[src/rtl/fetch_prefetch_unit_if.sv]
// APB bus bundle used by the fetch front end to reach instruction memory.
interface apb_if #(
    parameter int XLEN = 32
);
    logic            psel;
    logic            penable;
    logic            pwrite;
    logic [XLEN-1:0] paddr;
    logic [XLEN-1:0] prdata;
    logic            pready;
    logic            pslverr;

    modport master (
        output psel, penable, pwrite, paddr,
        input  prdata, pready, pslverr
    );

    modport slave (
        input  psel, penable, pwrite, paddr,
        output prdata, pready, pslverr
    );
endinterface

[src/rtl/fetch_prefetch_unit.sv]
// Instruction-fetch front end: APB master filling a DEPTH-entry prefetch FIFO,
// drained by decode over valid/ready, with redirect flush and in-flight squash.
module fetch_prefetch_unit #(
    parameter int              XLEN     = 32,
    parameter int              DEPTH    = 4,
    parameter logic [XLEN-1:0] RESET_PC = '0
) (
    input  logic                       clk,
    input  logic                       rst_n,
    apb_if.master                      imem_apb,
    input  logic                       redirect_i,
    input  logic [XLEN-1:0]            redirect_pc_i,
    input  logic                       ready_i,
    output logic                       valid_o,
    output logic [XLEN-1:0]            pc_o,
    output logic [XLEN-1:0]            inst_o,
    output logic                       err_o,
    output logic [$clog2(DEPTH+1)-1:0] level_o
);
    localparam int PW = $clog2(DEPTH);
    localparam int LW = $clog2(DEPTH + 1);

    // Handshake: an entry moves to decode on a cycle where valid_o && ready_i
    // and no redirect is present; head fields are stable until that happens.

    typedef enum logic [1:0] {IDLE, SETUP, ACCESS} apb_state_t;

    apb_state_t      state;
    apb_state_t      state_next;
    logic [XLEN-1:0] fetch_pc;
    logic [XLEN-1:0] paddr_q;
    logic            squash;
    logic [PW-1:0]   wr_ptr;
    logic [PW-1:0]   rd_ptr;
    logic [LW-1:0]   count;
    logic [LW-1:0]   count_next;
    logic            complete;
    logic            push;
    logic            pop;

    logic [XLEN-1:0] buf_pc   [DEPTH];
    logic [XLEN-1:0] buf_inst [DEPTH];
    logic            buf_err  [DEPTH];

    always_comb begin
        complete   = (state == ACCESS) && imem_apb.pready;
        push       = complete && !squash && !redirect_i;
        pop        = valid_o && ready_i && !redirect_i;
        count_next = redirect_i ? '0 : (count + LW'(push) - LW'(pop));
        state_next = state;
        case (state)
            IDLE: begin
                // Only one fetch is ever in flight, so a free slot now is a reserved slot.
                if (redirect_i || (count < LW'(DEPTH))) state_next = SETUP;
            end
            SETUP: state_next = ACCESS;
            ACCESS: begin
                if (complete) state_next = (count_next < LW'(DEPTH)) ? SETUP : IDLE;
            end
            default: state_next = IDLE;
        endcase
    end

    always_ff @(posedge clk) begin
        if (!rst_n) begin
            state    <= IDLE;
            fetch_pc <= RESET_PC;
            paddr_q  <= RESET_PC;
            squash   <= 1'b0;
            wr_ptr   <= '0;
            rd_ptr   <= '0;
            count    <= '0;
        end else begin
            state <= state_next;
            count <= count_next;
            if (state == SETUP) paddr_q <= fetch_pc;

            if (redirect_i) fetch_pc <= {redirect_pc_i[XLEN-1:2], 2'b00};
            else if (push)  fetch_pc <= paddr_q + XLEN'(4);

            // A transfer already on the bus must finish; its data is dropped on return.
            if (redirect_i && ((state == SETUP) || ((state == ACCESS) && !imem_apb.pready)))
                squash <= 1'b1;
            else if (complete)
                squash <= 1'b0;

            if (redirect_i) begin
                wr_ptr <= '0;
                rd_ptr <= '0;
            end else begin
                if (push) wr_ptr <= wr_ptr + PW'(1);
                if (pop)  rd_ptr <= rd_ptr + PW'(1);
            end
        end
    end

    always_ff @(posedge clk) begin
        if (push) begin
            buf_pc[wr_ptr]   <= paddr_q;
            buf_inst[wr_ptr] <= imem_apb.prdata;
            buf_err[wr_ptr]  <= imem_apb.pslverr;
        end
    end

    assign imem_apb.psel    = (state != IDLE);
    assign imem_apb.penable = (state == ACCESS);
    assign imem_apb.pwrite  = 1'b0;
    assign imem_apb.paddr   = (state == ACCESS) ? paddr_q : fetch_pc;

    assign valid_o = (count != '0);
    assign pc_o    = valid_o ? buf_pc[rd_ptr]   : '0;
    assign inst_o  = valid_o ? buf_inst[rd_ptr] : '0;
    assign err_o   = valid_o ? buf_err[rd_ptr]  : 1'b0;
    assign level_o = count;
endmodule

[src/flat_wrapper.sv]
// flat-port wrapper written by rule: the top's interface ports become plain ports
module fetch_prefetch_unit_flat 
#(
    parameter int              XLEN     = 32,
    parameter int              DEPTH    = 4,
    parameter logic [XLEN-1:0] RESET_PC = '0
)
  (clk, rst_n, redirect_i, redirect_pc_i, ready_i, valid_o, pc_o, inst_o, err_o, level_o, imem_apb_psel, imem_apb_penable, imem_apb_pwrite, imem_apb_paddr, imem_apb_prdata, imem_apb_pready, imem_apb_pslverr);
  apb_if #(.XLEN(XLEN)) imem_apb_i ();
  input  logic clk;
  input  logic rst_n;
  input  logic redirect_i;
  input  logic [XLEN-1:0] redirect_pc_i;
  input  logic ready_i;
  output logic valid_o;
  output logic [XLEN-1:0] pc_o;
  output logic [XLEN-1:0] inst_o;
  output logic err_o;
  output logic [$clog2(DEPTH+1)-1:0] level_o;
  output wire logic [$bits(imem_apb_i.psel)-1:0] imem_apb_psel;
  output wire logic [$bits(imem_apb_i.penable)-1:0] imem_apb_penable;
  output wire logic [$bits(imem_apb_i.pwrite)-1:0] imem_apb_pwrite;
  output wire logic [$bits(imem_apb_i.paddr)-1:0] imem_apb_paddr;
  input wire logic [$bits(imem_apb_i.prdata)-1:0] imem_apb_prdata;
  input wire logic [$bits(imem_apb_i.pready)-1:0] imem_apb_pready;
  input wire logic [$bits(imem_apb_i.pslverr)-1:0] imem_apb_pslverr;
  assign imem_apb_psel = imem_apb_i.psel;
  assign imem_apb_penable = imem_apb_i.penable;
  assign imem_apb_pwrite = imem_apb_i.pwrite;
  assign imem_apb_paddr = imem_apb_i.paddr;
  assign imem_apb_i.prdata = imem_apb_prdata;
  assign imem_apb_i.pready = imem_apb_pready;
  assign imem_apb_i.pslverr = imem_apb_pslverr;
  fetch_prefetch_unit #(.XLEN(XLEN), .DEPTH(DEPTH), .RESET_PC(RESET_PC)) u_core (.clk(clk), .rst_n(rst_n), .imem_apb(imem_apb_i), .redirect_i(redirect_i), .redirect_pc_i(redirect_pc_i), .ready_i(ready_i), .valid_o(valid_o), .pc_o(pc_o), .inst_o(inst_o), .err_o(err_o), .level_o(level_o));
endmodule
[config.mk]
export PLATFORM = sky130hd
export DESIGN_NAME = fetch_prefetch_unit_flat
export DESIGN_NICKNAME = d
export VERILOG_FILES = /design/src/rtl/fetch_prefetch_unit_if.sv /design/src/rtl/fetch_prefetch_unit.sv /design/src/flat_wrapper.sv
export SDC_FILE = /design/constraint.sdc
export NUM_CORES = 1
export LEC_CHECK = 0
export BUFFER_PORTS_ARGS = -buffer_cell sky130_fd_sc_hd__buf_2
export CAP_MARGIN = 20
export CORE_MARGIN = 2
export CORE_UTILIZATION = 52
export DETAILED_ROUTE_END_ITERATION = 8
export GPL_TIMING_DRIVEN = 0
export PLACE_DENSITY = 0.78
export SYNTH_ARGS = -nofsm -noshare
export SYNTH_HDL_FRONTEND = slang
export SYNTH_SLANG_ARGS = --single-unit
export TNS_END_PERCENT = 50
[constraint.sdc]
create_clock -name clk -period 2.9 [get_ports clk]
set_input_delay 0.29 -clock clk [delete_from_list [all_inputs] [get_ports clk]]
set_output_delay 0.29 -clock clk [all_outputs]
set_load 0.03 [all_outputs]
==> results.sh <==
export IMPL_switching_share=0.205
export IMPL_cts_tree="done"
export IMPL_vias=8905
export IMPL_core_area_um2=26700
export IMPL_vdd_drop_max_uv=427
export IMPL_synth_ff_type="edfxtp_1"
export IMPL_worstPathArrival_ns=2.51
export IMPL_htreeDepth=2
export IMPL_syn_avg_cell_area_um2=15.0
export IMPL_p_leak_nw=5.84
export IMPL_initial_utilization=0.525
export IMPL_clock_path_buffers=3
export IMPL_n_antenna_cell=0
export IMPL_netlist_area_um2=14000
export IMPL_layout_nets=1246
export IMPL_pin_count=174
export IMPL_cts_root_buf="clkbuf_16"
export IMPL_cap_violations=0
export IMPL_die_area_um2=28200
export IMPL_synth_compound_area_share=0.0549
export IMPL_maxSlewHeadroom=0.323
export IMPL_synthSimpleGateAreaFrac=0.109
export IMPL_clockPowerShare=0.436
export IMPL_finalMaxSlewViolations=0
export IMPL_setup_ws_ns=0.0975
export IMPL_synth_fa_ha_area_frac=0.00769
export IMPL_cts_sinks=336
export IMPL_setup_violations=0
export IMPL_syn_inst=934
export IMPL_yosysWarnings=0
export IMPL_regArea_um2=9330
export IMPL_grtUsageTotal=0.222
export IMPL_path_max_fanout=10
export IMPL_rsz0062_at_grt="no"
export IMPL_antenna_found_initial=0
export IMPL_timing_hold_ws_ns=0.0166
export IMPL_port_buffers=169
export IMPL_synth_fp_nets=1012
export IMPL_synth_edf_count=260
export IMPL_crit_type="reg2out"
export IMPL_initialDrtViolationCount=821
export IMPL_fillers=1962
export IMPL_drive_above_1_share=0.297
export IMPL_power_frac_seq=0.513
export IMPL_die_width_um=168
export IMPL_ant_nets=0
export IMPL_dp_slack_ns=-0.160
export IMPL_synthArstFlopShare=0
export IMPL_final_hold_violation_count=0
export IMPL_period_needed_ns=2.80
export IMPL_final_setup_tns_ns=0
export IMPL_status="finished, final reports clean"
export IMPL_die_y_um=168
export IMPL_regToRegSetupSlack_ns=0.14
export IMPL_first_pass_iters=5
export IMPL_clk_latency_ns=0.51
export IMPL_syn_to_final_growth_pct=20.1
export IMPL_multi_input_area_um2=4400
export IMPL_cts_buffers=35
export IMPL_synthMuxAreaShare=0.134
export IMPL_yosys_area_share_xor_xnor=0.00563
export IMPL_min_period_over_period=0.966
export IMPL_skew_ns=0.0206
export IMPL_worst_pin_slew_ns=1.01
export IMPL_fin_area_um2=16800
export IMPL_drc=0
export IMPL_fp_row_count=60
export IMPL_wl_um=31500
export IMPL_hpwl_um=20200
export IMPL_ys_ff_latch=336
export IMPL_yosys_cell_types_count=57
export IMPL_clock_fmax_mhz=357
export IMPL_hp_class="in2reg"
export IMPL_place_gp_congestion=0.875
export IMPL_power_density_nw_per_um2=612
export IMPL_grt_max_degree=46
export IMPL_cp_end_kind="output port"
export IMPL_internal_power_mw=8.18
export IMPL_yosysSeqAreaShare=0.667
export IMPL_path_clk_slew_ns=0.06
export IMPL_grt_pass1_vias=8740
export IMPL_vias_per_cell=5.81
export IMPL_power_frac_comb=0.051
export IMPL_wl_per_cell_um=20.5
export IMPL_switching_power_mw=2.11
export IMPL_grt_pass1_wl_um=48300
export IMPL_cp_required_ns=2.61
export IMPL_grt_overflow_total=0
export IMPL_synth_top_family_by_area="multiplexers"
export IMPL_postCtsSetupBuffers=0
export IMPL_start_kind="flip-flop"
export IMPL_dpl_cell_area_um2=15400
final cells by class:
cell class                 count  share of cell area
inverter                      13             0.00290
multi-input combinational    525               0.262
timing repair buffer         196              0.0697
buffer                        61              0.0165
clock inverter                 9             0.00856
sequential                   336               0.555
tap                          341              0.0254
clock buffer                  52              0.0602
path summary, 6_finish.rpt:
path                                                        from                          endpoint  cells after the start
worst min register to register  u_core.fetch_pc[28]$_SDFFE_PN0P_   u_core.paddr_q[28]$_SDFFE_PN0N_                      2
worst max register to register      u_core.level_o[1]$_SDFF_PP0_      u_core.state[0]$_SDFFE_PN0P_                      9
worst min-delay path                         imem_apb_prdata[25]  u_core.buf_inst[1][25]$_DFFE_PP_                      1
worst max-delay path                u_core.state[1]$_SDFFE_PN0P_                imem_apb_paddr[19]                      5
power by group through the flow:
| stage | sequential (mW) | combinational (mW) | clock (mW) |
|---|---|---|---|
| 2_1_floorplan | 5.36 | 0.302 | 0 |
| 3_3_place_gp | 5.38 | 0.478 | 0 |
| 3_5_place_dp | 5.38 | 0.488 | 0 |
| 4_1_cts | 5.28 | 0.517 | 4.55 |
| 5_1_grt | 5.29 | 0.561 | 4.74 |
| 6_report | 5.29 | 0.523 | 4.49 |
worst max-delay path, stage by stage, from the launching register on:
cell,delay [ns]
dfxtp_1,0.51
nor2b_1,0.17
clkbuf_1,0.34
clkbuf_2,0.37
mux2_2,0.41
buf_2,0.19
routing by layer:
layer | GRT usage | vias up | wire, µm
met2 | 0.362 | 401 | 15000
met5 | 0 | - | 0
met4 | 0.0665 | 0 | 758
li1 | - | 4053 | -
met1 | 0.308 | 4390 | 13400
met3 | 0.0430 | 61 | 2340
state kept, by name, indices dropped and copies added (netlist names), named ones only:
register	count
u_core.buf_pc	128
u_core.fetch_pc	32
u_core.rd_ptr	2
u_core.squash	1
u_core.wr_ptr	2
u_core.paddr_q	32
u_core.buf_inst	128
u_core.buf_err	4
u_core.state	2
u_core.level_o	3
synth_stat cells, types with 3 or more instances:
cell        n  area, µm²
mux2_2     32        360
nor3b_1    19        143
or3_1       4       25.0
nand2b_1    5       31.3
nor2_1     19       71.3
inv_1      12       45.0
clkbuf_1   45        169
mux4_2     65       1460
and2_1     73        457
xnor2_1     9       78.8
a21oi_1    70        350
nand4_1     8       50.1
mux2i_1     5       50.1
nor3_1     13       65.1
a211oi_1    3       22.5
o211ai_1   13       97.6
nor4_1      7       43.8
or4_1       3       22.5
o311ai_1    4       35.0
a311o_1     3       30.0
buf_2       9       45.0
nand4b_1    7       61.3
ha_1        7       87.6
a22oi_1     3       22.5
o311ai_0    5       43.8
nand2_1    94        353
o21ai_0    13       65.1
buf_1       5       18.8
nand3_1    10       50.1
dfxtp_1    76       1520
edfxtp_1  260       7810
placed cells by master (no fill, tap or decap), types with 9 or more instances in the layout:
| cell type | n |
|---|---|
| and2_1 | 69 |
| mux4_2 | 65 |
| clkbuf_1 | 48 |
| nor3b_1 | 19 |
| clkbuf_16 | 37 |
| o211ai_1 | 13 |
| a21oi_1 | 70 |
| mux2_2 | 32 |
| dlygate4sd3_1 | 22 |
| buf_2 | 173 |
| dfxtp_1 | 76 |
| nor2_1 | 19 |
| o21ai_0 | 13 |
| nor3_1 | 13 |
| nand2_1 | 94 |
| inv_1 | 12 |
| nand3_1 | 10 |
| xnor2_1 | 9 |
| edfxtp_1 | 260 |
cell families (layout without fill, tap and decap cells):
family,count (synthesis),in the layout
flip-flops,336,336
AND/OR/NAND/NOR,277,279
AO/OA/AOI/OAI,126,126
multiplexers,102,102
buffers and inverters,75,331
XOR/XNOR,9,9
adder cells (fa/ha/maj),8,8
other,1,1
per-stage QoR:
step                      power, mW   util  instances
after floorplan                5.67      -        934
after global placement         5.86  0.573       1444
after detailed placement       5.87  0.577       1449
after CTS                      10.3  0.630       1533
after global routing           10.6  0.631       1533
final                          10.3  0.631       1533
what timing repair did:
action                                 CTS  global route
setup endpoints to repair              108            43
pin swaps                                2             0
endpoints found under the hold margin   68             0
hold buffers                            22             0
resized for setup                       10             7
cloned                                   2             0
Note: power is estimated with default switching activity, not from simulation.
